==> config.mk <==
export PLATFORM = sky130hd
export DESIGN_NAME = snake_step_sched
export DESIGN_NICKNAME = d
export VERILOG_FILES = /design/src/rtl/snake_step_sched.sv
export SDC_FILE = /design/constraint.sdc
export NUM_CORES = 1
export LEC_CHECK = 0
export ABC_AREA = 0
export BUFFER_PORTS_ARGS = -buffer_cell sky130_fd_sc_hd__buf_2
export CORE_UTILIZATION = 60
export CTS_BUF_LIST = sky130_fd_sc_hd__clkbuf_2 sky130_fd_sc_hd__clkbuf_4 sky130_fd_sc_hd__clkbuf_8
export CTS_CLUSTER_SIZE = 16
export DETAILED_ROUTE_END_ITERATION = 8
export MAX_ROUTING_LAYER = met4
export PLACE_DENSITY = 0.93
export SLEW_MARGIN = 20
export SYNTH_ARGS = -nofsm -noshare
export SYNTH_HDL_FRONTEND = slang
export SYNTH_SLANG_ARGS = --single-unit
==> constraint.sdc <==
create_clock -name CLK -period 2.7 [get_ports CLK]
set_input_delay 0.135 -clock CLK [delete_from_list [all_inputs] [get_ports CLK]]
set_output_delay 0.135 -clock CLK [all_outputs]
set_load 0.02 [all_outputs]
==> src/rtl/snake_step_sched.sv <==
// Snake move scheduler: tick generation, direction filter, step sequencer.
// Optional score-based speedup: define SNAKE_SPEEDUP_EN.
module snake_step_sched #(
  parameter int TICK_PERIOD = 25000000,
  parameter int MAX_SEGS    = 16,
  parameter int IDX_W       = 4,
  parameter int CNT_W       = 25,
  parameter int SPEED_STEP  = 2000000,
  parameter int MIN_PERIOD  = 5000000
) (
  input  logic             CLK,
  input  logic             RESET,
  input  logic [1:0]       STATE,
  input  logic             BTN_UP,
  input  logic             BTN_RIGHT,
  input  logic             BTN_DOWN,
  input  logic             BTN_LEFT,
  input  logic [3:0]       SCORE_COUNT,
  output logic [1:0]       DIR,
  output logic             SHIFT_EN,
  output logic [IDX_W-1:0] SEG_IDX,
  output logic             HEAD_EN,
  output logic             STEP_DONE,
  output logic             BUSY
);

  typedef enum logic [1:0] {
    S_WAIT, S_SHIFT, S_HEAD, S_DONE
  } state_t;

  localparam logic [1:0] ST_IDLE = 2'd0;
  localparam logic [1:0] ST_PLAY = 2'd1;
  localparam logic [IDX_W-1:0] IDX_TOP = IDX_W'(MAX_SEGS - 1);
  localparam logic [IDX_W-1:0] IDX_ONE = IDX_W'(1);

  state_t st, nxt;
  logic [CNT_W-1:0] cnt;
  logic [CNT_W-1:0] per_m1;
  logic [1:0] pend;
  logic [1:0] req;
  logic req_v, accept, play, tick;

  always_comb begin
    req   = 2'd0;
    req_v = 1'b1;
    if (BTN_UP)         req = 2'd0;
    else if (BTN_RIGHT) req = 2'd1;
    else if (BTN_DOWN)  req = 2'd2;
    else if (BTN_LEFT)  req = 2'd3;
    else                req_v = 1'b0;
  end

  // reversal is judged against the applied direction, not the pending one
  assign accept = req_v &&
    ((STATE == ST_IDLE) ||
     ((STATE == ST_PLAY) && (req != (DIR ^ 2'b10))));

  assign play = (STATE == ST_PLAY);
  assign tick = play && (st == S_WAIT) && (cnt == per_m1);

  always_comb begin
    nxt = st;
    unique case (st)
      S_WAIT:  if (tick) nxt = S_SHIFT;
      S_SHIFT: if (SEG_IDX == IDX_ONE) nxt = S_HEAD;
      S_HEAD:  nxt = S_DONE;
      S_DONE:  nxt = S_WAIT;
      default: nxt = S_WAIT;
    endcase
  end

`ifdef SNAKE_SPEEDUP_EN
  localparam int PW = CNT_W + 4;
  logic [PW-1:0] dec, per_w, per_nm1;

  always_comb begin
    dec = PW'(SCORE_COUNT) * PW'(SPEED_STEP);
    if (dec + PW'(MIN_PERIOD) >= PW'(TICK_PERIOD))
      per_w = PW'(MIN_PERIOD);
    else
      per_w = PW'(TICK_PERIOD) - dec;
    per_nm1 = per_w - PW'(1);
  end

  always_ff @(posedge CLK) begin
    if (RESET)
      per_m1 <= CNT_W'(TICK_PERIOD - 1);
    else if (st == S_DONE)
      per_m1 <= per_nm1[CNT_W-1:0];
  end
`else
  logic unused_cfg;
  assign unused_cfg = ^SCORE_COUNT ^
    (SPEED_STEP != 0) ^ (MIN_PERIOD != 0);
  assign per_m1 = CNT_W'(TICK_PERIOD - 1);
`endif

  // outputs are registered from the next state so they align with it
  always_ff @(posedge CLK) begin
    if (RESET) begin
      st        <= S_WAIT;
      cnt       <= '0;
      pend      <= 2'd1;
      DIR       <= 2'd1;
      SEG_IDX   <= '0;
      SHIFT_EN  <= 1'b0;
      HEAD_EN   <= 1'b0;
      STEP_DONE <= 1'b0;
      BUSY      <= 1'b0;
    end else begin
      st        <= nxt;
      SHIFT_EN  <= (nxt == S_SHIFT);
      HEAD_EN   <= (nxt == S_HEAD);
      STEP_DONE <= (nxt == S_DONE);
      BUSY      <= (nxt != S_WAIT);
      if (accept) pend <= req;
      if (tick) begin
        DIR     <= pend;
        SEG_IDX <= IDX_TOP;
      end else if ((st == S_SHIFT) && (SEG_IDX != IDX_ONE)) begin
        SEG_IDX <= SEG_IDX - IDX_ONE;
      end
      if (!play || tick || (st == S_DONE))
        cnt <= '0;
      else if (st == S_WAIT)
        cnt <= cnt + CNT_W'(1);
    end
  end

endmodule

Word level (Yosys, flattened, before mapping)
Index checks and enable logic that the tools add are counted.

Logic and storage cells: 50. Bits in read-only memories: 0. RAM bits: 0. Latch bits: 0. Output and inout port bits: 10. Register bits: 39. Input port bits: 12. Memories: 0.

$add $sub $neg: 2. Div/mod/pow operators: 0. $mul: 0. Shifts and indexed selects: 0. Reductions and logical operators: 14. Equality and inequality tests: 11. Bitwise gates (word level): 1. Muxes and demuxes: 13. $lt $le $gt $ge: 0.

Operator list (count): $add A25 B1 Y25 const B (1); $eq A25 B25 Y1 const B (1); $mux W2 (6); $eq A2 B2 Y1 const B (4); $mux W4 (2); $pmux W2 S4 (1); $eq A2 B1 Y1 const B (3); $logic_and A1 B1 Y1 (5); $eq A4 B1 Y1 const B (1); $logic_not A2 Y1 (2); $mux W1 (4); $ne A4 B1 Y1 const B (1); $reduce_bool A2 Y1 (2); $sub A4 B1 Y4 const B (1); $logic_or A1 B1 Y1 (3); $ne A2 B2 Y1 (1); $reduce_or A2 Y1 (1); $logic_not A1 Y1 (1); $not A1 Y1 (1).

Longest topological paths before layout
Depth after elaboration: 8. Gate-level depth with buffers: 7. Depth with buffers taken out: 7.

Worst setup path before layout
Ideal clock, no wire load.

Path type: reg2reg. Start point: register cnt[0]. End point: register cnt[14]. Setup slack: 1.033 ns. Data required time: 2.572 ns. Setup time: 0.128 ns. Path buffers: 0. Clock period less this slack: 1.667 ns. Stages on the path, launching flop included: 7. Arrival: 1.539 ns. Path through: dfxtp_1 > ha_1 > nand4bb_1 > nor4_4 > and4_1 > xnor2_1 > nor2_1.

Cells in the longest elaborated chain, start to end: 5.

RTL lines: start: declaration (RTL line 37) `logic [CNT_W-1:0] cnt;`; start signal: assignment (RTL line 126) `cnt <= cnt + CNT_W'(1);`; parallel branches: the longest is 5 deep, another holds $add A25 B1 Y25.

Several ways; the timed one is not identified. A chain may end at the register's enable or synchronous reset.

Final worst setup path
Start point: register st[1]. End point: register cnt[19].

Cells in the longest elaborated chain, start to end: 6.

RTL lines: start: declaration (RTL line 36) `state_t st, nxt;`; start signal: assignment (RTL line 111) `st <= nxt;`; $logic_not A2 Y1 (RTL line 59, 125); $logic_and A1 B1 Y1 (2 in a row) (RTL line 59) `assign tick = play && (st == S_WAIT) && (cnt == per_m1);`; $logic_or A1 B1 Y1 (2 in a row) (RTL line 123) `if (!play || tick || (st == S_DONE))`; $reduce_or A2 Y1 (no line).

Parallel ways exist; a longest one is shown, timed or not.

==> impl_metrics.toml <==
[timing]
setup_ws_ns = 0.662
final_max_slew_viol_count = 0
finalCriticalPeriod_ns = 2.04
relSlewSlack = 0.602
hold_viol = 0
setup_viol = 0
final.setup_skew_ns = 0.00908
grt_setup_unrepaired = "false"
max_freq_ghz = 0.491
fin_setup_tns_ns = 0
post-route-period-util = 0.755
worstMarginPinSlew_ns = 0.589

[final_layout]
utilization = 0.715
drive_gt1_frac = 0.146
nFillCells = 214
area_growth_pct = 11.0
ff_latch_area_sq_um = 781
multi_input_area_sq_um = 968
n_antenna_cell = 0
layoutNonFillerInstCount = 257
fin_nets = 240

[setup_path]
cp_max_fo = 12
reg2reg_depth = 5
endpoint = "cnt[19]"
r2r_end = "cnt[19]"
r2r_slack_ns = 0.66
r2r-start = "st[1]"
worstSetupPathType = "reg -> reg"
crit_path_start = "st[1]"
required_ns = 2.95
worstSetupStartpointType = "register"
cp_data_arrival_time_ns = 2.29
critPathCaptureType = "register"

[synthesis]
ys.flop_type = "dfxtp_1"
synth_area_leaders = "dfxtp_1 44%, xnor2_1 7.3%, nor2_1 6.5%"
syn_area_sq_um = 1790
synth_cell_types = 35
synth_edf_count = 0
yosys_warnings = 0
yosys.area.top_type = "dfxtp_1"
synth.avg_cell_area_sq_um = 8.70
netlist_instances = 206
ys_async_sr_fraction = 0
synth.most_common_cell = "dfxtp_1"
synth_common_cells = "39 x dfxtp_1, 31 x nor2_1, 20 x nand2_1, 15 x xnor2_1"
synth_top_cell_area_share = 0.436
seq_area_frac_synth = 0.436
synth_nets = 221
ys_ff_latch = 39

[worst_hold_path]
hp-class = "in -> reg"

[pwr]
leakagePower_nw = 0.688
powerDensity_nw_per_um2 = 510
max-vdd-ir-drop_v = 0.000547

[grt]
grt_overflow = 0
antenna_found_initial = 0
grt_pass1_wl_mm = 6.02
grt_use_total = 0.253
grt_start_max_net_pins = 21
first_global_vias = 1418

[placed_design]
gp_congestion = 0.850
post-place-ws_ns = 0.715
dp_hpwl_mm = 2.40
io_buffers = 17
dp.cells = 249

[drt]
drtPass1Iterations = 4
detail-route-antenna-nets = 0
drt_iter0_drc = 95
drc = 0
viasPerCell = 5.75
drt-wirelength-per-cell_um = 13.5
vias = 1479
drt_wl_total_mm = 3.47

[cts]
cts_tree = "done"
clkLatencyLatePin_ns = 0.35
postCtsSetupRepairBufs = 0
cts_made_buffers = 5
cts-hold-fix-buffers = 0
clock_path_buffers = 2
cts_resized = 0
cts_root_buffer = "clkbuf_4"
htree_levels = 2
numClockSinks = 39
cts.clk_slew.worst_paths_ns = 0.11

[floorplanning]
chipHeight_um = 56.6
rows = 19
ioPinCount = 22
die_area_sq_um = 3210
design.core.area_sq_um = 2780
die_w_um = 56.6
start_util = 0.644

[job]
maxCapViolCount = 0

[outcome]
status = "finished clean"
## cells by family after synthesis
kind of cell	synth area share
simple gates	0.318
flops	0.436
xor+xnor	0.132
compound gates	0.0580
buf+inv	0.0237
fa+ha+maj	0.0210
mux	0.0112
## power breakdown
group,switching [mW],internal (mW)
Sequential,0.00155,0.578
Combinational,0.0172,0.0119
Clock,0.187,0.219
Total,0.206,0.808
## layer usage
layer,share of wire,GRT usage,up-vias
li1,-,-,747
met1,0.44,0.304,693
met2,0.49,0.388,29
met3,0.039,0.0484,10
met4,0.027,0.160,0
met5,0,-,-
## area by class of cell
cell class	count	area share
Timing Repair Buffer	19	0.0503
Tap cell	31	0.0195
Inverter	4	0.00755
Multi-Input combinational cell	156	0.487
Clock inverter	2	0.0176
Clock buffer	6	0.0258
Sequential cell	39	0.392
## registers in the layout, indices dropped and copies added, names as in the netlist
signal,count
HEAD_EN,1
SEG_IDX,4
DIR,2
pend,2
cnt,25
st,2
BUSY,1
STEP_DONE,1
SHIFT_EN,1
## layout by cell type, fill, tap and decap left out, types with 5 or more instances in the layout
| cell | instances |
|---|---|
| a21oi_1 | 12 |
| nand2_1 | 20 |
| nor2_1 | 31 |
| buf_2 | 17 |
| clkbuf_4 | 5 |
| nand3_1 | 7 |
| nand4_1 | 6 |
| xor2_1 | 12 |
| xnor2_1 | 15 |
| nand2b_1 | 6 |
| dfxtp_1 | 39 |
| and4_1 | 5 |
| nor3_1 | 7 |
## worst max-delay path, cell delays in order (launching register included)
cell	delay, ns
dfxtp_1	0.40
nor2_1	0.27
nand4_1	0.52
nor4_1	0.52
xnor2_1	0.19
nor2_2	0.04
## how the worst min path moves through the flow
stage | from | to | slack [ns] | cells past startpoint
after detailed placement | pend[1] | DIR[1] | 0.48 | 2
after CTS | STATE[1] | pend[0] | 0.11 | 3
after global placement | BTN_RIGHT | pend[1] | 0.47 | 4
after floorplan | STATE[1] | pend[0] | 0.35 | 2
final | BTN_RIGHT | pend[1] | 0.12 | 4
after global routing | RESET | SEG_IDX[3] | 0.13 | 2
## metrics by stage
stage               hold slack [ns]  area [sq um]  power (mW)
floorplan                     0.346          1790       0.611
global placement              0.472          1900       0.621
detailed placement            0.478          1900       0.621
CTS                           0.110          1990        1.02
global route                  0.134          1990        1.05
finish                        0.116          1990        1.01
No activity file was read; power rests on OpenSTA's default activity.
